==> config.mk <==
export PLATFORM = sky130hd
export DESIGN_NAME = pixel_packer
export DESIGN_NICKNAME = d
export VERILOG_FILES = /design/src/rtl/pixel_packer_pkg.sv /design/src/rtl/pack_fifo.sv /design/src/rtl/pixel_packer.sv
export SDC_FILE = /design/constraint.sdc
export NUM_CORES = 1
export LEC_CHECK = 0
export BUFFER_PORTS_ARGS = -buffer_cell sky130_fd_sc_hd__clkbuf_2
export CORE_ASPECT_RATIO = 0.5
export CORE_MARGIN = 2
export CORE_UTILIZATION = 42
export CTS_CLUSTER_DIAMETER = 40
export DETAILED_ROUTE_END_ITERATION = 6
export GPL_TIMING_DRIVEN = 0
export PLACE_DENSITY = 0.64
export SYNTH_ARGS = -nofsm -noshare
export SYNTH_HDL_FRONTEND = slang
export SYNTH_SLANG_ARGS = --single-unit
==> constraint.sdc <==
create_clock -name clk -period 5.7 [get_ports clk]
set_input_delay 0.285 -clock clk [delete_from_list [all_inputs] [get_ports clk]]
set_output_delay 0.285 -clock clk [all_outputs]
set_load 0.05 [all_outputs]
==> src/rtl/pixel_packer_pkg.sv <==
// Shared constants for the pixel pipeline.
//   LANE_W   : width of one pixel byte lane
//   WORD_W   : width of a packed output word
//   LANES    : pixel lanes per word
//   LAST_BIT : position of the end-of-frame flag in a FIFO entry
//   ENTRY_W  : FIFO entry width ({last, word})
package pixel_packer_pkg;
  localparam int unsigned LANE_W   = 8;
  localparam int unsigned WORD_W   = 32;
  localparam int unsigned LANES    = WORD_W / LANE_W;
  localparam int unsigned LAST_BIT = WORD_W;
  localparam int unsigned ENTRY_W  = WORD_W + 1;

  typedef logic [$clog2(LANES)-1:0] lane_t;
endpackage

==> src/rtl/pack_fifo.sv <==
// Single-clock FIFO used to buffer packed words.
//   clk, rstn : clock, asynchronous active-low reset
//   clr       : synchronous clear of pointers and occupancy
//   push      : write wr_data (ignored when full)
//   pop       : drop head entry (ignored when empty)
//   rd_data   : head entry, combinational
//   full/empty: occupancy flags
module pack_fifo #(
  parameter int unsigned WIDTH = 33,
  parameter int unsigned DEPTH = 8
) (
  input  logic             clk,
  input  logic             rstn,
  input  logic             clr,
  input  logic             push,
  input  logic [WIDTH-1:0] wr_data,
  input  logic             pop,
  output logic [WIDTH-1:0] rd_data,
  output logic             full,
  output logic             empty
);
  localparam int unsigned AW = $clog2(DEPTH);
  localparam int unsigned CW = AW + 1;

  logic [WIDTH-1:0] mem [DEPTH];
  logic [AW-1:0]    wr_ptr;
  logic [AW-1:0]    rd_ptr;
  logic [CW-1:0]    count;
  logic             push_ok;
  logic             pop_ok;

  assign full    = (count == CW'(DEPTH));
  assign empty   = (count == '0);
  assign push_ok = push & ~full;
  assign pop_ok  = pop & ~empty;
  assign rd_data = mem[rd_ptr];

  always_ff @(posedge clk) begin
    if (push_ok) mem[wr_ptr] <= wr_data;
  end

  // DEPTH is a power of two, so pointer overflow is the modulo wrap.
  always_ff @(posedge clk or negedge rstn) begin
    if (!rstn) begin
      wr_ptr <= '0;
      rd_ptr <= '0;
      count  <= '0;
    end else if (clr) begin
      wr_ptr <= '0;
      rd_ptr <= '0;
      count  <= '0;
    end else begin
      if (push_ok) wr_ptr <= wr_ptr + AW'(1);
      if (pop_ok)  rd_ptr <= rd_ptr + AW'(1);
      case ({push_ok, pop_ok})
        2'b10:   count <= count + CW'(1);
        2'b01:   count <= count - CW'(1);
        default: count <= count;
      endcase
    end
  end
endmodule

==> src/rtl/pixel_packer.sv <==
// Packs a byte-wide pixel stream into 32-bit words, first pixel in the low
// lane, and buffers the words in a FIFO with an end-of-frame flag.
//   clk, rstn    : clock, asynchronous active-low reset
//   pix_in/pix_valid/pix_ready    : pixel input handshake
//   soft_clr     : synchronous clear of frame state and FIFO
//   word_out/word_last/word_valid/word_ready : packed word output handshake
//   frame_done   : one-cycle pulse after the final pixel of a frame
//   pix_count    : pixels accepted in the current frame
module pixel_packer
  import pixel_packer_pkg::*;
#(
  parameter int unsigned FRAME_PIXELS = 1024,
  parameter int unsigned FIFO_DEPTH   = 8
) (
  input  logic              clk,
  input  logic              rstn,
  input  logic [LANE_W-1:0] pix_in,
  input  logic              pix_valid,
  output logic              pix_ready,
  input  logic              soft_clr,
  output logic [WORD_W-1:0] word_out,
  output logic              word_last,
  output logic              word_valid,
  input  logic              word_ready,
  output logic              frame_done,
  output logic [15:0]       pix_count
);
  lane_t              lane;
  logic [WORD_W-1:0]  part_word;
  logic [WORD_W-1:0]  next_word;
  logic               rdy_en;
  logic               fifo_full;
  logic               fifo_empty;
  logic               accept;
  logic               last_pix;
  logic               push;
  logic [ENTRY_W-1:0] push_data;
  logic [ENTRY_W-1:0] head;

  // rdy_en holds pix_ready low during reset and releases it one edge later.
  assign pix_ready = rdy_en & ~fifo_full & ~soft_clr;
  assign accept    = pix_valid & pix_ready;
  assign last_pix  = (pix_count == 16'(FRAME_PIXELS - 1));
  assign push      = accept & ((lane == lane_t'(LANES - 1)) | last_pix);

  always_comb begin
    next_word = part_word;
    for (int unsigned k = 0; k < LANES; k++) begin
      if (lane == lane_t'(k)) next_word[k*LANE_W +: LANE_W] = pix_in;
    end
  end

  // Upper lanes of a short final word are zero since part_word is cleared
  // after every push.
  always_comb begin
    push_data           = {1'b0, next_word};
    push_data[LAST_BIT] = last_pix;
  end

  always_ff @(posedge clk or negedge rstn) begin
    if (!rstn) begin
      rdy_en     <= 1'b0;
      lane       <= '0;
      part_word  <= '0;
      pix_count  <= '0;
      frame_done <= 1'b0;
    end else begin
      rdy_en     <= 1'b1;
      frame_done <= accept & last_pix;
      if (soft_clr) begin
        lane      <= '0;
        part_word <= '0;
        pix_count <= '0;
      end else if (accept) begin
        if (last_pix) begin
          lane      <= '0;
          part_word <= '0;
          pix_count <= '0;
        end else begin
          lane      <= lane + lane_t'(1);
          part_word <= push ? '0 : next_word;
          pix_count <= pix_count + 16'd1;
        end
      end
    end
  end

  pack_fifo #(
    .WIDTH (ENTRY_W),
    .DEPTH (FIFO_DEPTH)
  ) u_fifo (
    .clk     (clk),
    .rstn    (rstn),
    .clr     (soft_clr),
    .push    (push),
    .wr_data (push_data),
    .pop     (word_valid & word_ready),
    .rd_data (head),
    .full    (fifo_full),
    .empty   (fifo_empty)
  );

  // The head RAM is not reset, so mask it while the FIFO is empty.
  assign word_valid = ~fifo_empty;
  assign word_out   = word_valid ? head[WORD_W-1:0] : '0;
  assign word_last  = word_valid & head[LAST_BIT];
endmodule

=== Word-level counts from Yosys, hierarchy flattened ===
Memories as Yosys holds them, arrays and structs flattened.
Index checks and enable logic that the tools add are counted.

* Add/subtract/negate cells: 6
* Multipliers: 0
* Div/mod/pow operators: 0
* Order comparisons: 0
* Equal/unequal tests: 7
* Shifts and indexed selects: 0
* Muxes and demuxes: 23
* Bitwise gates (word level): 13
* Reduce and logical (&&, ||, !) cells: 6

{| class="wikitable"
|+ Operators with widths
! kind !! count
|-
| two-way mux 32 bit || 5
|-
| two-way mux 16 bit || 3
|-
| two-way mux 8 bit || 4
|-
| adder 16 x 1 -> 16 bit, second input constant || 1
|-
| == test 16 x 10 -> 1 bit, second input constant || 1
|-
| two-way mux 3 bit || 4
|-
| bitwise AND 1 bit || 9
|-
| one-hot mux 4 bit (2 select lines) || 1
|-
| adder 3 x 1 -> 3 bit, second input constant || 2
|-
| == test 2 bit, second input constant || 3
|-
| two-way mux 2 bit || 3
|-
| nonzero test 2 bit || 3
|-
| adder 4 x 1 -> 4 bit, second input constant || 1
|-
| == test 2 x 1 -> 1 bit, second input constant || 2
|-
| == test 4 bit, second input constant || 1
|-
| logical NOT 4 bit || 1
|-
| two-way mux 4 bit || 1
|-
| subtractor 4 x 1 -> 4 bit, second input constant || 1
|-
| inverter 1 bit || 3
|-
| nonzero test 3 bit || 1
|-
| adder 2 x 1 -> 2 bit, second input constant || 1
|-
| logical NOT 2 bit || 1
|-
| two-way mux 1 bit || 2
|-
| OR 1 bit || 1
|}

* Register bits: 62
* Bits in latches: 0
* RAM bits: 264
* Memory bits (read-only): 0
* Bits of input ports: 13
* Word-level logic and storage cells: 64
* Memories: 1

{| class="wikitable"
|+ Memories
! name !! words !! bits a word !! read ports !! clocked after Yosys merged registers in !! write ports !! line !! RTL
|-
| u_fifo.mem || 8 || 33 || 1 || 0 || 1 || pack_fifo.sv:25 || <nowiki>logic [WIDTH-1:0] mem [DEPTH];</nowiki>
|}

=== Depth between registers and ports, before layout ===
Gate-level depths: netlist of the first run.

* Depth in word-level cells: 10
* Mapped depth: 12

=== Cells and area by module ===
Synthesis of the first run repeated with hierarchy kept, for this count alone.

* Cells, all modules: 729
* Area, all modules: 13431.6 um^2

{| class="wikitable"
|+ Modules (own cells, without submodules)
! module !! instances !! cells each !! area each (um^2)
|-
| pack_fifo || 1 || 463 || 10576.4
|-
| pixel_packer || 1 || 266 || 2855.2
|}

=== Least setup slack after synthesis of the first run ===
OpenSTA, ideal clock, no wires.

* Path type: flip-flop to flip-flop
* Start point: register pix_count[10]
* End point: memory u_fifo.mem[0][0], enable pin
* Library setup time: 506 ps
* Arrival: 5100 ps
* Data required time: 5194 ps
* Slack: 94 ps
* Stages on the path, launching flop included: 5
* Buffers on the path: 0
* Cell sequence: dfrtp_1 > or4_4 > nor4_4 > o21ai_2 > nor4_1

* Longest elaborated chain between the ends: 6

{| class="wikitable"
|+ Ends and longest elaborated chain
! item !! line !! RTL
|-
| start: declaration || pixel_packer.sv:26 || <nowiki>output logic [15:0] pix_count</nowiki>
|-
| start signal: assignment || pixel_packer.sv:82 || <nowiki>pix_count <= pix_count + 16'd1;</nowiki>
|-
| == test 16 x 10 -> 1 bit || pixel_packer.sv:43 || <nowiki>assign last_pix = (pix_count == 16'(FRAME_PIXELS - 1));</nowiki>
|-
| net last_pix || pixel_packer.sv:35 || <nowiki>logic last_pix;</nowiki>
|-
| OR 1 bit || pixel_packer.sv:44 || <nowiki>assign push = accept & ((lane == lane_t'(LANES - 1)) | last_pix);</nowiki>
|-
| bitwise AND 1 bit || pixel_packer.sv:44 ||
|-
| bitwise AND 1 bit || pack_fifo.sv:34 || <nowiki>assign push_ok = push & ~full;</nowiki>
|-
| two-way mux 1 bit || pack_fifo.sv:39 || <nowiki>if (push_ok) mem[wr_ptr] <= wr_data;</nowiki>
|-
| two-way mux 1 bit (not written as such) || pack_fifo.sv:39 ||
|-
| end: declaration || pack_fifo.sv:25 ||
|}

The timed path passes the listed nets, and every way through them passes these cells.

=== Worst setup path after layout of the first run ===
* Start point: register u_fifo.rd_ptr[0]
* End point: output word_out[19]

* Longest elaborated chain between the ends: 2

{| class="wikitable"
|+ Ends and longest elaborated chain
! item !! line !! RTL
|-
| start: declaration || pack_fifo.sv:27 || <nowiki>logic [AW-1:0] rd_ptr;</nowiki>
|-
| start signal: assignment || pack_fifo.sv:54 || <nowiki>if (pop_ok) rd_ptr <= rd_ptr + AW'(1);</nowiki>
|-
| memory (8 x 33 bit) || -- ||
|-
| two-way mux 32 bit || pixel_packer.sv:105 || <nowiki>assign word_out = word_valid ? head[WORD_W-1:0] : '0;</nowiki>
|-
| end: declaration || pixel_packer.sv:21 || <nowiki>output logic [WORD_W-1:0] word_out,</nowiki>
|}

No other way between the ends.

==> results of run 1 <==
metal layers:
| layer | up-vias | track usage [%] |
|---|---|---|
| li1 | 3147 | - |
| met1 | 3739 | 26.5 |
| met2 | 237 | 28.3 |
| met3 | 49 | 3.35 |
| met4 | 0 | 4.47 |
| met5 | - | 0 |
where the power goes:
part	internal, W	total [W]	leakage, nW	switching [W]
logic	0.000614	0.00217	1.52	0.00155
clock network	0.00144	0.00237	0.582	0.000935
registers	0.00263	0.00266	3.33	0.0000308
worst register-to-register path: cells and delay by family (launching register included):
kind	cells	cell delay, ns
flip-flops	1	0.46
buffers and inverters	4	1.62
adder cells (fa/ha/maj)	1	0.18
AND/OR/NAND/NOR	2	0.76
AO/OA/AOI/OAI	1	0.39
final cells by class:
| cell class | instances | area share [%] |
|---|---|---|
| Multi-Input combinational cell | 353 | 23.2 |
| Sequential cell | 326 | 60.7 |
| Inverter | 5 | 0.120 |
| Tap cell | 423 | 3.39 |
| Buffer | 40 | 1.00 |
| Timing Repair Buffer | 86 | 3.74 |
| Clock buffer | 48 | 6.45 |
| Clock inverter | 16 | 1.36 |
stage by stage:
stage                     setup WS, ns  cell area (µm²)
final                             1.90            15600
after detailed placement          2.00            14400
after global routing              1.64            15600
after global placement           -3.33            14100
after CTS                         1.83            15600
after floorplan                 0.0944            13200
Yosys cell counts, types with 3 or more instances:
library cell | n | area (µm²)
a32o_1 | 24 | 240
nor2_1 | 60 | 225
edfxtp_1 | 264 | 7930
and3_2 | 3 | 22.5
mux2_2 | 32 | 360
nand4_1 | 3 | 18.8
and2_1 | 10 | 62.6
xor2_1 | 6 | 52.6
dfrtp_1 | 62 | 1550
xnor2_1 | 3 | 26.3
nor3_1 | 10 | 50.1
nand3_1 | 8 | 40.0
o21ai_0 | 21 | 105
mux2i_1 | 36 | 360
ha_1 | 9 | 113
buf_1 | 6 | 22.5
buf_2 | 5 | 25.0
inv_1 | 4 | 15.0
a21oi_1 | 6 | 30.0
nand2_1 | 25 | 93.8
clkbuf_1 | 29 | 109
mux4_2 | 66 | 1490
registers in the layout (all words and copies together), names as in the netlist:
name,cells
part_word,32
lane,2
pix_count,16
u_fifo.count,4
u_fifo.rd_ptr,3
u_fifo.mem,264
rdy_en,1
frame_done,1
u_fifo.wr_ptr,3
path summary, 6_finish.rpt:
kind,endpoint,slack [ns],depth (start not counted)
worst max-delay path,word_out[19],1.90,7
worst min-delay path,pix_count[4]$_DFFE_PN0P_,0.21,2
worst max register to register,u_fifo.mem[1][6]$_DFFE_PP_,1.99,8
worst min register to register,part_word[25]$_DFFE_PN0P_,0.48,1
max in group asynchronous,part_word[8]$_DFFE_PN0P_,4.66,2
min in group asynchronous,pix_count[0]$_DFFE_PN0P_,0.45,2
cell families after synthesis:
logic type,after synthesis
compound gates,62
xor+xnor,10
fa+ha+maj,9
buf+inv,45
flops,326
mux,134
other cells,1
simple gates,137
==> reports/results.ini, run 1 <==
[status]
outcome=completed

[worst_setup_path]
r2r_start=lane[0]$_DFFE_PN0P_
cp.required_ns=5.41
critPathBufInv=4
worstPathMaxFanout=10
cpMaxStageDelayCell=buf_1
arrival_ns=3.51
cpPeakStageDelay_ns=0.65
cp_cell_sequence=clkbuf_1 > buf_1 > buf_2 > mux4_2 > mux2i_1 > nor2_1 > clkbuf_2
path_delay_family=buffers and inverters
cp-end-kind=output port
crit_type=reg2out
cp-startpoint=u_fifo.rd_ptr[0]$_DFFE_PN0P_
cp-start-kind=flop

[clocking]
hold_buffers=1
cts_buffers=36
postCtsSetupRepairBufs=0
insertion_delay_ns=0.52
cts_tree=done
clkSinkCount=326
cts_max_level=2
clockRootBuffer=clkbuf_16
ctsResizeCount=0
clk_path_buf_depth=3
clk_pin_slew_ns=0.06

[global_route]
antenna_found_initial=0
track_usage_pct=18.1
grt_pass1_vias=7191
grt_max_degree=63
grt_overflow_total=0
grt_pass1_wl_um=43600

[detailed_routing]
wire_per_inst_um=22.4
drt-vias-per-instance=5.53
met3WireLength_um=2000
wl_um=29000
highest_layer=met4
initialDrtViolationCount=667
vias=7172
firstDrtPassIters=5
ant_nets=0
route.met2.wl_um=13400
drc_errors=0
wl_met1_um=13200

[timing]
min_period_ns=3.80
max_freq_mhz=263
finClkSkew_ns=0.0149
whs_ns=0.206
tightest_slew_ns=1.33
rsz0062_at_grt=no
relSlewSlack_pct=10.9
slew_viol_final=0
setup_viol=0
finalHoldViolations=0
period_share_pct=66.7
setup_tns_ns=0

[synth]
synth_edf_count=264
synthFlopType=edfxtp_1
synth_compound_area_share_pct=3.59
yosys_register_bits=326
syn_inst=724
synth_nets=746
synth.distinct_cells=48
synthArstFlopShare_pct=19.0
yosysWarnings=0
synth_seq_area_share_pct=71.7
synthSimpleGateAreaFrac_pct=5.14
netlist_area_um2=13200
synthAdderAreaFrac_pct=0.851
synth_top_family_by_area=multiplexers
synth-xor-area-share_pct=0.719
muxShareOfSynthArea_pct=16.7
avgSynthCellArea_um2=18.3

[power]
power.leakage_nw=5.43
p_per_area_nw_per_um2=462
total_power_w=0.00720
ir_worst_vdd_v=0.000241

[cells_and_area]
finalNetCount=870
utilization_pct=51.0
most-common-layout-cells=264 x edfxtp_1, 66 x mux4_2, 62 x dfrtp_1, 62 x clkbuf_2, 57 x nor2_1
area_delta_synth_final_pct=18.0
antennaDiodeCount=0
nFillCells=2515
drive_above_1_share_pct=30.1
seqCellArea_um2=9480
multiInputGateArea_um2=3620
layout_commonest_cell=edfxtp_1
instances_no_fill=1297

[floorplan]
die_w_um=255
coreArea_um2=30600
std_cell_rows=45
die_area_um2=33000
die_height_um=129
initial_core_util_pct=43.2
top_level_ports=65

[placed_design]
dp_cells=1232
post-dp-hpwl_um=19200
gp_congestion=0.784
io_buffers=63

[hold_path]
min_from=soft_clr
hp-class=in2reg

[run]
maxCapViolCount=0

No activity file was read; power rests on OpenSTA's default activity.
==> run 2: changes to the inputs <==
ABC_AREA = 1   (was default)
PLACE_DENSITY = 0.62   (was 0.64)
clock period = 3.95 ns   (was 5.7 ns; I/O delays follow)
==> reports/results.ini, run 2 <==
[status]
outcome=completed

[timing]
rsz0062_at_grt=no
max_freq_mhz=317
relSlewSlack_pct=8.94  ; -1.9 points
period_share_pct=79.8
slew_viol_final=0  ; unchanged
finClkSkew_ns=0.0178  ; +0.00286 ns
finalHoldViolations=0  ; unchanged
setup_tns_ns=0  ; unchanged
whs_ns=0.0111  ; -0.195 ns
setup_viol=0  ; unchanged
tightest_slew_ns=1.35  ; +0.0257 ns
min_period_ns=3.15

[cells_and_area]
area_delta_synth_final_pct=16.5
top_regs=u_fifo.mem: 264 flops, part_word: 32 flops, pix_count: 16 flops
drive_above_1_share_pct=14.5  ; -16 points
largest_register=u_fifo.mem
nFillCells=2831  ; +13%
largest_reg_flops=264  ; unchanged
most-common-layout-cells=264 x edfxtp_1, 216 x o21ai_0, 214 x nor2_1
utilization_pct=49.9  ; -1.1 points
finalNetCount=1326  ; +52%
multiInputGateArea_um2=3570  ; -1.5%
layout_commonest_cell=edfxtp_1
seqCellArea_um2=9480  ; unchanged

[global_route]
grt_max_degree=63  ; unchanged
grt_pass1_vias=9236  ; +28%
antenna_found_initial=0  ; unchanged
grt_pass1_wl_um=54700  ; +26%
grt_overflow_total=0  ; unchanged
track_usage_pct=21.2  ; +3.1 points

[synth]
synthTopCellsByCount=264 x edfxtp_1, 219 x o21ai_0, 218 x nor2_1
synth_seq_area_share_pct=69.6  ; -2.0 points
syn_inst=1186  ; +64%
yosys_register_bits=326  ; unchanged
synth.distinct_cells=39  ; -19%
synthArstFlopShare_pct=19.0  ; unchanged
synth_nets=1208  ; +62%
synth_top_family_by_area=compound AO/OA/AOI/OAI gates
synth_area_leader_cell=edfxtp_1
muxShareOfSynthArea_pct=0  ; -17 points
synth-xor-area-share_pct=0.386  ; -0.33 points
netlist_area_um2=13600  ; +2.9%
yosysMostFrequentCell=edfxtp_1
avgSynthCellArea_um2=11.5  ; -37%
yosys-top-cells-area=edfxtp_1 58%, dfrtp_1 11%, o21ai_0 8.1%, nor2_1 6.0%, nand2_1 2.5%
synth_edf_count=264  ; unchanged
yosysWarnings=0  ; unchanged
synth_top_area_share_pct=58.2  ; -1.7 points
synthAdderAreaFrac_pct=0.827  ; -0.024 points
synth_compound_area_share_pct=13.0  ; +9.5 points
synthFlopType=edfxtp_1
synthSimpleGateAreaFrac_pct=11.5  ; +6.4 points

[clocking]
cts_tree=done
clk_path_buf_depth=3  ; unchanged
clkSinkCount=326  ; unchanged
cts_buffers=34  ; -5.6%
clockRootBuffer=clkbuf_16
postCtsSetupRepairBufs=0  ; unchanged
insertion_delay_ns=0.52  ; about the same
hold_buffers=1  ; unchanged
cts_max_level=2  ; unchanged
ctsResizeCount=0  ; unchanged
clk_pin_slew_ns=0.06  ; about the same

[detailed_routing]
wl_um=35700  ; +23%
vias=9583  ; +34%
initialDrtViolationCount=981  ; +47%
ant_nets=0  ; unchanged
drc_errors=0  ; unchanged
drt-vias-per-instance=5.44  ; -1.6%
firstDrtPassIters=5  ; unchanged
wire_per_inst_um=20.2  ; -9.5%

[power]
power.leakage_nw=5.89  ; +8.4%
p_per_area_nw_per_um2=447  ; -3.2%
ir_worst_vdd_v=0.000269  ; +11%
total_power_w=0.00709  ; -1.6%

[floorplan]
top_level_ports=65  ; unchanged
die_w_um=259  ; +1.4%
initial_core_util_pct=42.8  ; -0.34 points
coreArea_um2=31800  ; +3.7%
std_cell_rows=46  ; +2.2%
die_area_um2=34000  ; +2.8%
die_height_um=131  ; +1.4%

[worst_setup_path]
cp-start-kind=flop
cp.required_ns=3.75  ; -1.66 ns
arrival_ns=2.95  ; -0.56 ns
worstPathMaxFanout=10  ; unchanged
crit_type=reg2out
cp-end-kind=output port

[placed_design]
io_buffers=64  ; +1.6%
gp_congestion=0.844  ; +7.5%
post-dp-hpwl_um=24200  ; +26%

[run]
maxCapViolCount=0  ; unchanged

[hold_path]
hp-class=in2reg

## run 2: worst paths after layout
kind                                              start                           end  slack, ns  cells after the start
min                                            soft_clr  u_fifo.rd_ptr[1]$_DFFE_PN0P_       0.01                      2
min reg2reg                    part_word[0]$_DFFE_PN0P_      part_word[0]$_DFFE_PN0P_       0.48                      2
max                        u_fifo.rd_ptr[0]$_DFFE_PN0P_                  word_out[23]       0.80                      7
max reg2reg                    pix_count[0]$_DFFE_PN0P_    u_fifo.mem[0][9]$_DFFE_PP_       0.92                     11
max in group asynchronous                          rstn      part_word[9]$_DFFE_PN0P_       3.03                      2
min in group asynchronous                          rstn   u_fifo.count[2]$_DFFE_PN0P_       0.37                      2
## run 2: cell families (layout without fill, tap and decap cells)
group / count (synthesis) / count (layout)
other: 1 / 2
AO/OA/AOI/OAI: 323 / 323
adder cells (fa/ha/maj): 9 / 9
buffers and inverters: 154 / 296
flip-flops: 326 / 326
AND/OR/NAND/NOR: 367 / 367
XOR/XNOR: 6 / 6
## run 2: layout make-up
| cell class | count | area share (%) |
|---|---|---|
| Sequential cell | 326 | 59.8 |
| Tap cell | 432 | 3.41 |
| Inverter | 89 | 2.14 |
| Clock buffer | 40 | 5.64 |
| Timing Repair Buffer | 82 | 3.67 |
| Clock inverter | 20 | 1.07 |
| Buffer | 65 | 1.75 |
| Multi-Input combinational cell | 706 | 22.5 |
| Antenna cell | 1 | 0.0158 |
## run 2: power breakdown
group	switching [W]	total, W	internal (W)	leakage, nW
logic	0.000187	0.000225	0.0000377	2.10
registers	0.00000806	0.00376	0.00375	3.27
clock network	0.00134	0.00310	0.00177	0.516
## run 2: critical path, stage by stage (launching register included)
cell and delay [ns]:
dfrtp_1 0.41, buf_2 0.19, inv_1 0.20, buf_4 0.23, clkbuf_1 0.52, o21ai_0 0.26, a31oi_1 0.29, clkbuf_2 0.33
## run 2: metal layers
| metal | up-vias | GRT usage, % | wire length, µm |
|---|---|---|---|
| li1 | 4440 | - | - |
| met1 | 4728 | 29.9 | 15800 |
| met2 | 368 | 32.8 | 16200 |
| met3 | 47 | 5.52 | 3100 |
| met4 | 0 | 4.91 | 543 |
| met5 | - | 0 | 0 |
## run 2: per-stage QoR
stage          area (µm²)  cells  setup WS [ns]
6_report            15900   1761          0.798
5_1_grt             15800   1760          0.637
4_1_cts             15800   1760          0.823
3_5_place_dp        14800   1699          0.921
3_3_place_gp        14500   1682          -2.27
2_1_floorplan       13600   1186         -0.479
